**src/rtl/result_vector_serializer.sv**
```systemverilog
// Result vector serializer: buffers matmul result vectors in a small circular FIFO
// and streams them one element per cycle over valid/ready, flagging dropped vectors.

package config_pkg;
    localparam int D   = 4;
    localparam int FpW = 16;
    typedef logic signed [FpW-1:0] fixed_point_t;
    typedef fixed_point_t [D-1:0] vector_t;
endpackage

module result_vector_serializer
    import config_pkg::*;
#(
    parameter int NumSlots = 2
) (
    input  logic                 clk_i,
    input  logic                 rst_i,
    input  vector_t              vec_i,
    input  logic                 vec_valid_i,
    output logic                 vec_ready_o,
    output fixed_point_t         elem_o,
    output logic [$clog2(D)-1:0] elem_idx_o,
    output logic                 elem_last_o,
    output logic                 elem_valid_o,
    input  logic                 elem_ready_i,
    output logic                 overflow_o,
    input  logic                 clear_overflow_i
);

    localparam int PtrW = (NumSlots > 1) ? $clog2(NumSlots) : 1;
    localparam int CntW = $clog2(NumSlots + 1);
    localparam int IdxW = $clog2(D);

    localparam logic [PtrW-1:0] LastSlot = PtrW'(NumSlots - 1);
    localparam logic [IdxW-1:0] LastIdx  = IdxW'(D - 1);
    localparam logic [CntW-1:0] FullCnt  = CntW'(NumSlots);
    localparam logic [CntW-1:0] OneCnt   = CntW'(1);

    typedef enum logic {
        EMPTY,
        STREAMING
    } state_e;

    state_e          state_q, state_d;
    vector_t         slots_q [NumSlots];
    vector_t         slots_d [NumSlots];
    logic [PtrW-1:0] wr_ptr_q, wr_ptr_d;
    logic [PtrW-1:0] rd_ptr_q, rd_ptr_d;
    logic [CntW-1:0] count_q, count_d;
    logic [IdxW-1:0] idx_q, idx_d;
    logic            overflow_q, overflow_d;

    logic full, pop, pop_last, accept, capture, drop;

    function automatic logic [PtrW-1:0] ptr_inc(input logic [PtrW-1:0] p);
        return (p == LastSlot) ? '0 : p + 1'b1;
    endfunction

    // Handshake and capture decode; a last-element pop frees a slot in the same cycle.
    always_comb begin
        full         = (count_q == FullCnt);
        elem_valid_o = (state_q == STREAMING);
        elem_o       = slots_q[rd_ptr_q][idx_q];
        elem_idx_o   = idx_q;
        elem_last_o  = elem_valid_o && (idx_q == LastIdx);
        pop          = elem_valid_o && elem_ready_i;
        pop_last     = pop && elem_last_o;
        accept       = !full || pop_last;
        capture      = vec_valid_i && accept;
        drop         = vec_valid_i && !accept;
        vec_ready_o  = accept;
        overflow_o   = overflow_q;
    end

    always_comb begin
        state_d    = state_q;
        slots_d    = slots_q;
        wr_ptr_d   = wr_ptr_q;
        rd_ptr_d   = rd_ptr_q;
        idx_d      = idx_q;
        overflow_d = overflow_q;

        if (pop) begin
            if (pop_last) begin
                idx_d    = '0;
                rd_ptr_d = ptr_inc(rd_ptr_q);
            end else begin
                idx_d = idx_q + 1'b1;
            end
        end

        if (capture) begin
            slots_d[wr_ptr_q] = vec_i;
            wr_ptr_d          = ptr_inc(wr_ptr_q);
        end

        count_d = count_q + CntW'(capture) - CntW'(pop_last);

        // Drop wins over a same-cycle clear so a loss is never hidden.
        if (drop) begin
            overflow_d = 1'b1;
        end else if (clear_overflow_i) begin
            overflow_d = 1'b0;
        end

        case (state_q)
            EMPTY: begin
                if (capture) state_d = STREAMING;
            end
            STREAMING: begin
                if (pop_last && !capture && (count_q == OneCnt)) state_d = EMPTY;
            end
            default: state_d = EMPTY;
        endcase
    end

    always_ff @(posedge clk_i or posedge rst_i) begin
        if (rst_i) begin
            state_q    <= EMPTY;
            wr_ptr_q   <= '0;
            rd_ptr_q   <= '0;
            count_q    <= '0;
            idx_q      <= '0;
            overflow_q <= 1'b0;
        end else begin
            state_q    <= state_d;
            wr_ptr_q   <= wr_ptr_d;
            rd_ptr_q   <= rd_ptr_d;
            count_q    <= count_d;
            idx_q      <= idx_d;
            overflow_q <= overflow_d;
        end
    end

    // Slot storage carries no reset; contents are only read while count is non-zero.
    always_ff @(posedge clk_i) begin
        slots_q <= slots_d;
    end

endmodule
```
**config.mk**
```make
export PLATFORM = sky130hd
export DESIGN_NAME = result_vector_serializer
export DESIGN_NICKNAME = d
export VERILOG_FILES = /design/src/rtl/result_vector_serializer.sv
export SDC_FILE = /design/constraint.sdc
export NUM_CORES = 1
export LEC_CHECK = 0
export ABC_CLOCK_PERIOD_IN_PS = 5600
export CORE_MARGIN = 8
export CORE_UTILIZATION = 52
export CTS_CLUSTER_DIAMETER = 100
export CTS_CLUSTER_SIZE = 16
export DETAILED_ROUTE_END_ITERATION = 6
export PLACE_DENSITY = 0.79
export SETUP_SLACK_MARGIN = 0.15
export SLEW_MARGIN = 20
export SYNTH_ARGS = -nofsm -noshare
export SYNTH_HDL_FRONTEND = slang
export SYNTH_SLANG_ARGS = --single-unit
```
**constraint.sdc**
```tcl
create_clock -name clk_i -period 5.6 [get_ports clk_i]
set_input_delay 1.12 -clock clk_i [delete_from_list [all_inputs] [get_ports clk_i]]
set_output_delay 1.12 -clock clk_i [all_outputs]
set_load 0.02 [all_outputs]
```
Word-level counts from Yosys, hierarchy flattened

Cells that the tools add are included.

Multiplexer cells: 16
Add/subtract/negate cells: 5
Reduce and logical (&&, ||, !) cells: 14
Shifts and indexed selects: 0
Bitwise operators: 3
Divide/modulo/power cells: 0
Multipliers: 0
$lt $le $gt $ge: 4
Equality and inequality tests: 3

Operator list:

| cell                  | count |
|---|---|
| $mux W64              | 4 |
| $bwmux W128           | 1 |
| $demux W64 S1         | 1 |
| $bmux W16 S2          | 1 |
| $mux W16              | 1 |
| $logic_and A1 B1 Y1   | 8 |
| $mux W1               | 6 |
| $eq A2 B2 Y1 const B  | 2 |
| $ge A2 B2 Y1 const B  | 2 |
| $not A1 Y2            | 2 |
| $logic_not A1 Y1      | 3 |
| $lt A2 B3 Y1 const B  | 1 |
| $add A1 B1 Y1 const B | 2 |
| $add A2 B1 Y2         | 1 |
| $add A2 B1 Y2 const B | 1 |
| $eq A2 B1 Y1 const B  | 1 |
| $lt A2 B1 Y1 const B  | 1 |
| $mux W2               | 1 |
| $pmux W1 S2           | 1 |
| $reduce_and A2 Y1     | 1 |
| $reduce_bool A2 Y1    | 1 |
| $sub A2 B1 Y2         | 1 |
| $logic_or A1 B1 Y1    | 1 |
| $not A1 Y1            | 1 |

Flip-flop bits (word level): 136
Latch bits: 0
Memory bits (writable): 0
Bits of input ports: 69
Memories: 0
ROM bits: 0

Longest topological paths before layout

Gate-level depths: netlist of the first run.

Depth in word-level cells: 10
Gate-level depth with buffers: 8
Gate-level depth less buffers: 8

Least setup slack after synthesis of the first run

No wires, ideal clock.

Kind: in2reg
Start: input elem_ready_i
End: register slots_q[100] in the netlist's numbering, enable pin
Stages: 3
Setup slack: 846 ps
Arrival time: 4,267 ps
Path buffers: 0
Path through: and3_1 > o21ai_0 > nor2_1

Word-level cells in the longest chain between the ends: 4

RTL lines:

| what                 | line | text |
|---|---|---|
| start, declared      | 25   | `input logic elem_ready_i,` |
| $logic_and A1 B1 Y1  | 66   | `pop = elem_valid_o && elem_ready_i;` |
| $logic_and A1 B1 Y1  | 67   | `pop_last = pop && elem_last_o;` |
| $logic_or A1 B1 Y1   | 68   | `accept = !full \|\| pop_last;` |
| $logic_and A1 B1 Y1  | 69   | `capture = vec_valid_i && accept;` |
| end signal, assigned | 137  | `slots_q <= slots_d;` |
| end, declared        | 45   | `vector_t slots_q [NumSlots];` |

Every way passes these cells.
A chain may end at the register's enable or synchronous reset.

Worst setup path in the final report of the first run

Start: register rd_ptr_q
End: output elem_o[10]

Word-level cells in the longest chain between the ends: 6

RTL lines:

| what                                         | line | text |
|---|---|---|
| start, declared                              | 48   | `logic [PtrW-1:0] rd_ptr_q, rd_ptr_d;` |
| start signal, assigned                       | 128  | `rd_ptr_q <= rd_ptr_d;` |
| $not A1 Y2 (implied by the code)             | 63   | `elem_o = slots_q[rd_ptr_q][idx_q];` |
| $mux W64 (implied by the code) (3 in series) | 63   |  |
| $bmux W16 S2                                 | 63   |  |
| $mux W16 (implied by the code)               | 63   |  |
| end, declared                                | 21   | `output fixed_point_t elem_o,` |

Every way passes these cells. The select of a mux whose other input is x is not followed.

==> results of run 1 <==
==> layout by cell type, fill, tap and decap left out, types with 3 or more instances in the layout <==
| cell type | netlist | layout |
|---|---|---|
| edfxtp_1 | 128 | 128 |
| clkdlybuf4s50_1 | 0 | 90 |
| mux4_1 | 25 | 25 |
| mux2_2 | 18 | 18 |
| clkbuf_16 | 0 | 16 |
| mux4_2 | 7 | 7 |
| dfrtp_1 | 8 | 7 |
| inv_1 | 5 | 5 |
| ha_1 | 4 | 4 |
| inv_6 | 0 | 4 |
| xnor2_1 | 3 | 3 |
| bufinv_16 | 0 | 3 |
| buf_4 | 0 | 3 |
==> cells by family after synthesis <==
logic type	after synthesis
and+or+nand+nor	8
DFF	136
AOI/OAI and AO/OA	4
muxes	50
xor gates and xnor gates	4
buffers and inverters	15
adders and majority gates	4
==> worst max-delay path: stages (launching register included) <==
cell and delay, ps:
dfrtp_2 1030, mux4_1 660, mux2_2 280, clkdlybuf4s50_1 560
==> state kept, by name, summed over array words and instances, names as in the netlist <==
signal and flops:
wr_ptr_q 1, elem_valid_o 1, count_q 2, slots_q 128, overflow_o 1, elem_idx_o 2
rd_ptr_q 1
==> per-layer routing <==
metal  wire, microns  track usage, %  vias up
met3             530            4.52       16
met4             175            7.34        2
li1                -               -     1151
met5               9               0        -
met2            4860            24.3       67
met1            3710            15.9     1298
==> synthesized netlist by cell type <==
library cell  count  area (sq um)
a21oi_1           1          5.00
xnor2_1           3          26.3
mux4_1           25           657
and2_1            1          6.26
dfrtp_1           8           200
or2_2             1          6.26
a41oi_1           1          8.76
ha_1              4          50.1
clkbuf_1          2          7.51
o22ai_1           1          6.26
xor2_1            1          8.76
and3_1            2          12.5
nand2_1           1          3.75
buf_6             4          45.0
o21ai_0           1          5.00
inv_1             5          18.8
nand2b_1          1          6.26
edfxtp_1        128          3840
mux4_2            7           158
nor2_1            2          7.51
mux2_2           18           203
buf_2             4          20.0
==> final timing paths <==
check                                          startpoint                     to  slack [ps]  cells after the start
min in group asynchronous                           rst_i   count_q[1]$_DFF_PP0_         880                      2
max in group asynchronous                           rst_i   rd_ptr_q$_DFFE_PP0P_        4450                      2
worst max register to register  elem_idx_o[0]$_DFFE_PP0P_  slots_q[58]$_DFFE_PP_        2210                      5
worst min-delay path                 count_q[1]$_DFF_PP0_   count_q[1]$_DFF_PP0_         510                      1
worst min register to register       count_q[1]$_DFF_PP0_   count_q[1]$_DFF_PP0_         510                      1
worst max-delay path                 rd_ptr_q$_DFFE_PP0P_             elem_o[10]        1430                      3
==> metrics by stage <==
stage	hold WS (ps)	setup slack [ps]	power [W]	util (%)	instance area [sq um]
finish	515	1430	0.00380	68.6	6930
global route	525	1280	0.00398	68.6	6930
CTS	510	1390	0.00386	68.6	6930
detailed placement	502	1860	0.00275	62.8	6340
global placement	488	1870	0.00272	62.8	6340
floorplan	460	846	0.00231	-	5310
==> power by group <==
part	switching, W	internal [W]
Combinational	0.000493	0.000634
Sequential	0.000179	0.00140
Clock	0.000416	0.000684
==> layout make-up <==
cell class	instances	area, sq um
Timing Repair Buffer	93	923
Multi-Input combinational cell	70	1180
Sequential cell	136	4050
Clock buffer	19	422
Clock inverter	13	168
Tap cell	136	170
Fill cell	690	3170
Inverter	5	18.8
==> impl_metrics.yaml, run 1 <==
run_status:
  status: "finished clean"
clock_network:
  clock_latency_ps: 500
  clock_path_buffers: 2
  htree_num_levels: 4
  cts_made_buffers: 17
  clkSlewWorstSetupHoldPaths_ps: 60
  tritoncts: "built"
  cts_sinks: 136
  cts_setup_buffers: 0
  cts_hold_buf: 0
  cts_resized: 0
  root_buffer: "clkbuf_8"
sta:
  hold_viol: 0
  fin_crit_ps: 4170
  max_freq_mhz: 240
  setup_viol: 0
  rsz0062_at_grt: "no"
  fin_skew_ps: 8.48
  max-slew-margin-rel_pct: 32.4
  max_slew.worst_pin.slew_ps: 1010
  timing.final.crit_share_pct: 74.4
  finalSetupTns_ps: 0
  slew_viol_final: 0
place:
  gp_congestion: 0.697
  dp_hpwl_mm: 5.81
  placement.io_buffers: 90
  dp_cells: 440
floorplan:
  die_w_microns: 117
  pin_count: 91
  die_area_sq_um: 13700
  fp.coreArea_sq_um: 10100
  row_count: 37
  start_util_pct: 52.6
  die_h_microns: 117
logic_synthesis:
  synth_area_per_cell_sq_um: 24.0
  synth.distinct_cells: 22
  synth.area.mux_share_pct: 19.2
  synth_top_family_by_area: "multiplexers"
  postSynthCellCount: 221
  synthAdderAreaFrac_pct: 0.943
  synth-compound-area-share_pct: 0.472
  seq_area_frac_synth_pct: 76.2
  syn_nets: 294
  synthSimpleGateAreaFrac_pct: 0.802
  ys_ff_latch: 136
  yosys_warnings: 0
  synthXorXnorAreaFrac_pct: 0.660
  synth_area_sq_um: 5310
setup_path:
  cp-start-kind: "flip-flop"
  critPathRequiredTime_ps: 4480
  crit_arrival_ps: 3050
  end_kind: "output port"
  critPathKind: "flip-flop to output port"
  cp_max_fo: 33
worst_hold_path:
  hp-class: "flip-flop to flip-flop"
grt:
  grt_pass1_wl_mm: 14.1
  antenna_found_initial: 1
  grt_use_total_pct: 14.3
  grt-ovfl-total: 0
  grt_max_degree: 65
  grt_pass1_vias: 2769
drt:
  ant_nets: 0
  routed_wl_mm: 9.29
  dr.pass1.iters: 5
  vias: 2534
  drcViolationCount: 0
  post_drt_wl_per_cell_microns: 19.7
  drtIter0Drc: 106
  viasPerCell: 5.37
layout:
  diodes: 0
  finalNonFillerCells: 472
  area_delta_synth_final_pct: 30.5
  layout-drive-gt1-share_pct: 18.5
  nNetsFinal: 396
power:
  peakVddDrop_mv: 0.309
  power.leakage_nw: 2.41
  power_density_nw_per_um2: 549
job:
  maxCapViolCount: 0
Note: power is estimated with default switching activity, not from simulation.
==> run 2: changes to the inputs <==
Settings changed: ABC_CLOCK_PERIOD_IN_PS 5600 to 3440, CORE_UTILIZATION 52 to 47, PLACE_DENSITY 0.79 to 0.75.
Clock period 5.6 ns to 3.44 ns, I/O delays scaled along.
==> run 2 against run 1 <==
Clock skew down 4.6 ps. Worst setup slack worse by 1200 ps. Combinational power up 84%. Hold slack got worse by 7.6 ps. Global-route usage down 0.76 points. Sequential share of layout area is 0.54 points lower. Power increased by 65%.
==> impl_metrics.yaml, run 2 (synthesis results as in run 1) <==
setup_path:
  cpMaxStageDelayCell: "mux4_1"
  slowest_delay_ps: 600
  crit_arrival_ps: 2480
  critPathKind: "flip-flop to output port"
  path_cells: "buf_12 -> mux4_1 -> mux2_2 -> clkdlybuf4s50_1"
  critPathRequiredTime_ps: 2750
  cp_max_fo: 33
  end_kind: "output port"
  cp-start-kind: "flip-flop"
power:
  sw_frac_of_total_pct: 27.4
  power.switching_w: 0.00172
  clkPwrFrac_pct: 28.7
  combPwrFrac_pct: 33.2
  peakVddDrop_mv: 0.678
  power.share.sequential_pct: 38.1
  power_density_nw_per_um2: 897
  power.leakage_nw: 2.43
  p_int_w: 0.00456
drt:
  drtIter0Drc: 148
  routed_wl_mm: 9.52
  dr.pass1.iters: 4
  top_layer_used: "met4"
  vias: 2536
  viasPerCell: 5.27
  post_drt_wl_per_cell_microns: 19.8
  m1WireLength_mm: 3.67
  drcViolationCount: 0
  ant_nets: 0
  wl_met3_microns: 564
  dr_wl_met2_mm: 5.20
grt:
  antenna_found_initial: 0
  grt_pass1_vias: 2882
  grt_use_total_pct: 13.5
  grt_max_degree: 65
  grt-ovfl-total: 0
  grt_pass1_wl_mm: 14.8
layout:
  nNetsFinal: 400
  layout-drive-gt1-share_pct: 18.3
  area_delta_synth_final_pct: 31.8
  layout_commonest_cell: "edfxtp_1"
  diodes: 0
  top_register: "slots_q"
  fill_cells: 829
  largest_reg_flops: 128
  mostFrequentLayoutCells: "edfxtp_1 (128), clkdlybuf4s50_1 (90), mux4_1 (25), mux2_2 (18), clkbuf_16 (17)"
floorplan:
  die_w_microns: 122
  die_area_sq_um: 14900
  fp.coreArea_sq_um: 11200
  die_h_microns: 122
  pin_count: 91
  start_util_pct: 47.3
  row_count: 39
clock_network:
  root_buffer: "clkbuf_16"
  cts_resized: 0
  cts_setup_buffers: 0
  cts_hold_buf: 0
  cts_made_buffers: 17
  clock_path_buffers: 2
  cts_sinks: 136
  tritoncts: "built"
  clkSlewWorstSetupHoldPaths_ps: 50
  htree_num_levels: 4
  clock_latency_ps: 400
run_status:
  status: "finished clean"
sta:
  holdWs_ps: 507
  max-slew-margin-rel_pct: 64.3
  timing.final.crit_share_pct: 92.2
  finalSetupTns_ps: 0
  hold_viol: 0
  setup_viol: 0
  max_slew.worst_pin.slew_ps: 536
  rsz0062_at_grt: "no"
  fin_skew_ps: 3.91
  slew_viol_final: 0
  max_freq_mhz: 315
  fin_crit_ps: 3170
place:
  dp_hpwl_mm: 6.00
  gp_congestion: 0.761
  placement.io_buffers: 90
job:
  maxCapViolCount: 0
worst_hold_path:
  hp-class: "flip-flop to flip-flop"
## run 2: changes by cell type in the layout (fill, tap and decap cells not counted), sizes merged
cell / change
clkbuf: +1
bufinv: +1
inv: -4
buf: +4
## run 2: area by class of cell
class	instances	area, sq um	area share (%)
Multi-Input combinational cell	70	1180	16.9
Clock inverter	10	154	2.20
Clock buffer	20	437	6.25
Sequential cell	136	4050	57.9
Timing Repair Buffer	97	978	14.0
Tap cell	143	179	2.56
Inverter	5	18.8	0.268
## run 2: power by group through the flow
stage	combinational, W	sequential (W)	clock (W)
floorplan	0.00134	0.00242	0
global placement	0.00211	0.00239	0
detailed placement	0.00213	0.00242	0
CTS	0.00215	0.00239	0.00185
global route	0.00224	0.00242	0.00191
finish	0.00208	0.00239	0.00180
## run 2: path summary, 6_finish.rpt
kind | start | cells past startpoint | slack, ps | endpoint
max | rd_ptr_q$_DFFE_PP0P_ | 4 | 270 | elem_o[11]
min | count_q[1]$_DFF_PP0_ | 1 | 510 | count_q[1]$_DFF_PP0_
max reg2reg | elem_idx_o[1]$_DFFE_PP0P_ | 6 | 1340 | slots_q[123]$_DFFE_PP_
min reg2reg | count_q[1]$_DFF_PP0_ | 1 | 510 | count_q[1]$_DFF_PP0_
max in group asynchronous | rst_i | 2 | 2660 | rd_ptr_q$_DFFE_PP0P_
min in group asynchronous | rst_i | 2 | 530 | elem_valid_o$_DFF_PP0_
## run 2: routing by layer
metal  up-vias  track usage, %
li1       1160               -
met1      1302            14.1
met2        67            23.9
met3         7            5.24
met4         0            5.64
met5         -               0
## run 2: worst max-delay path: cells and delay by family, from the launching register on
family	cells	cell delay [ps]
multiplexers	2	890
buffers and inverters	2	780
flip-flops	1	370
## run 2: per-stage QoR
step | total power, W | worst slack [ps] | instance area [sq um] | util (%) | std cells
finish | 0.00627 | 270 | 6990 | 62.3 | 481
global route | 0.00657 | 171 | 6990 | 62.3 | 481
CTS | 0.00639 | 219 | 6990 | 62.3 | 481
detailed placement | 0.00456 | 554 | 6400 | 57.0 | 451
global placement | 0.00450 | 570 | 6400 | 57.0 | 451
floorplan | 0.00375 | 180 | 5310 | - | 221
==> run 3: changes to the inputs <==
Settings changed: CTS_CLUSTER_SIZE 16 to not set.
==> results of run 3 <==
Final layout, timing and power as in run 2 (identical DEF).
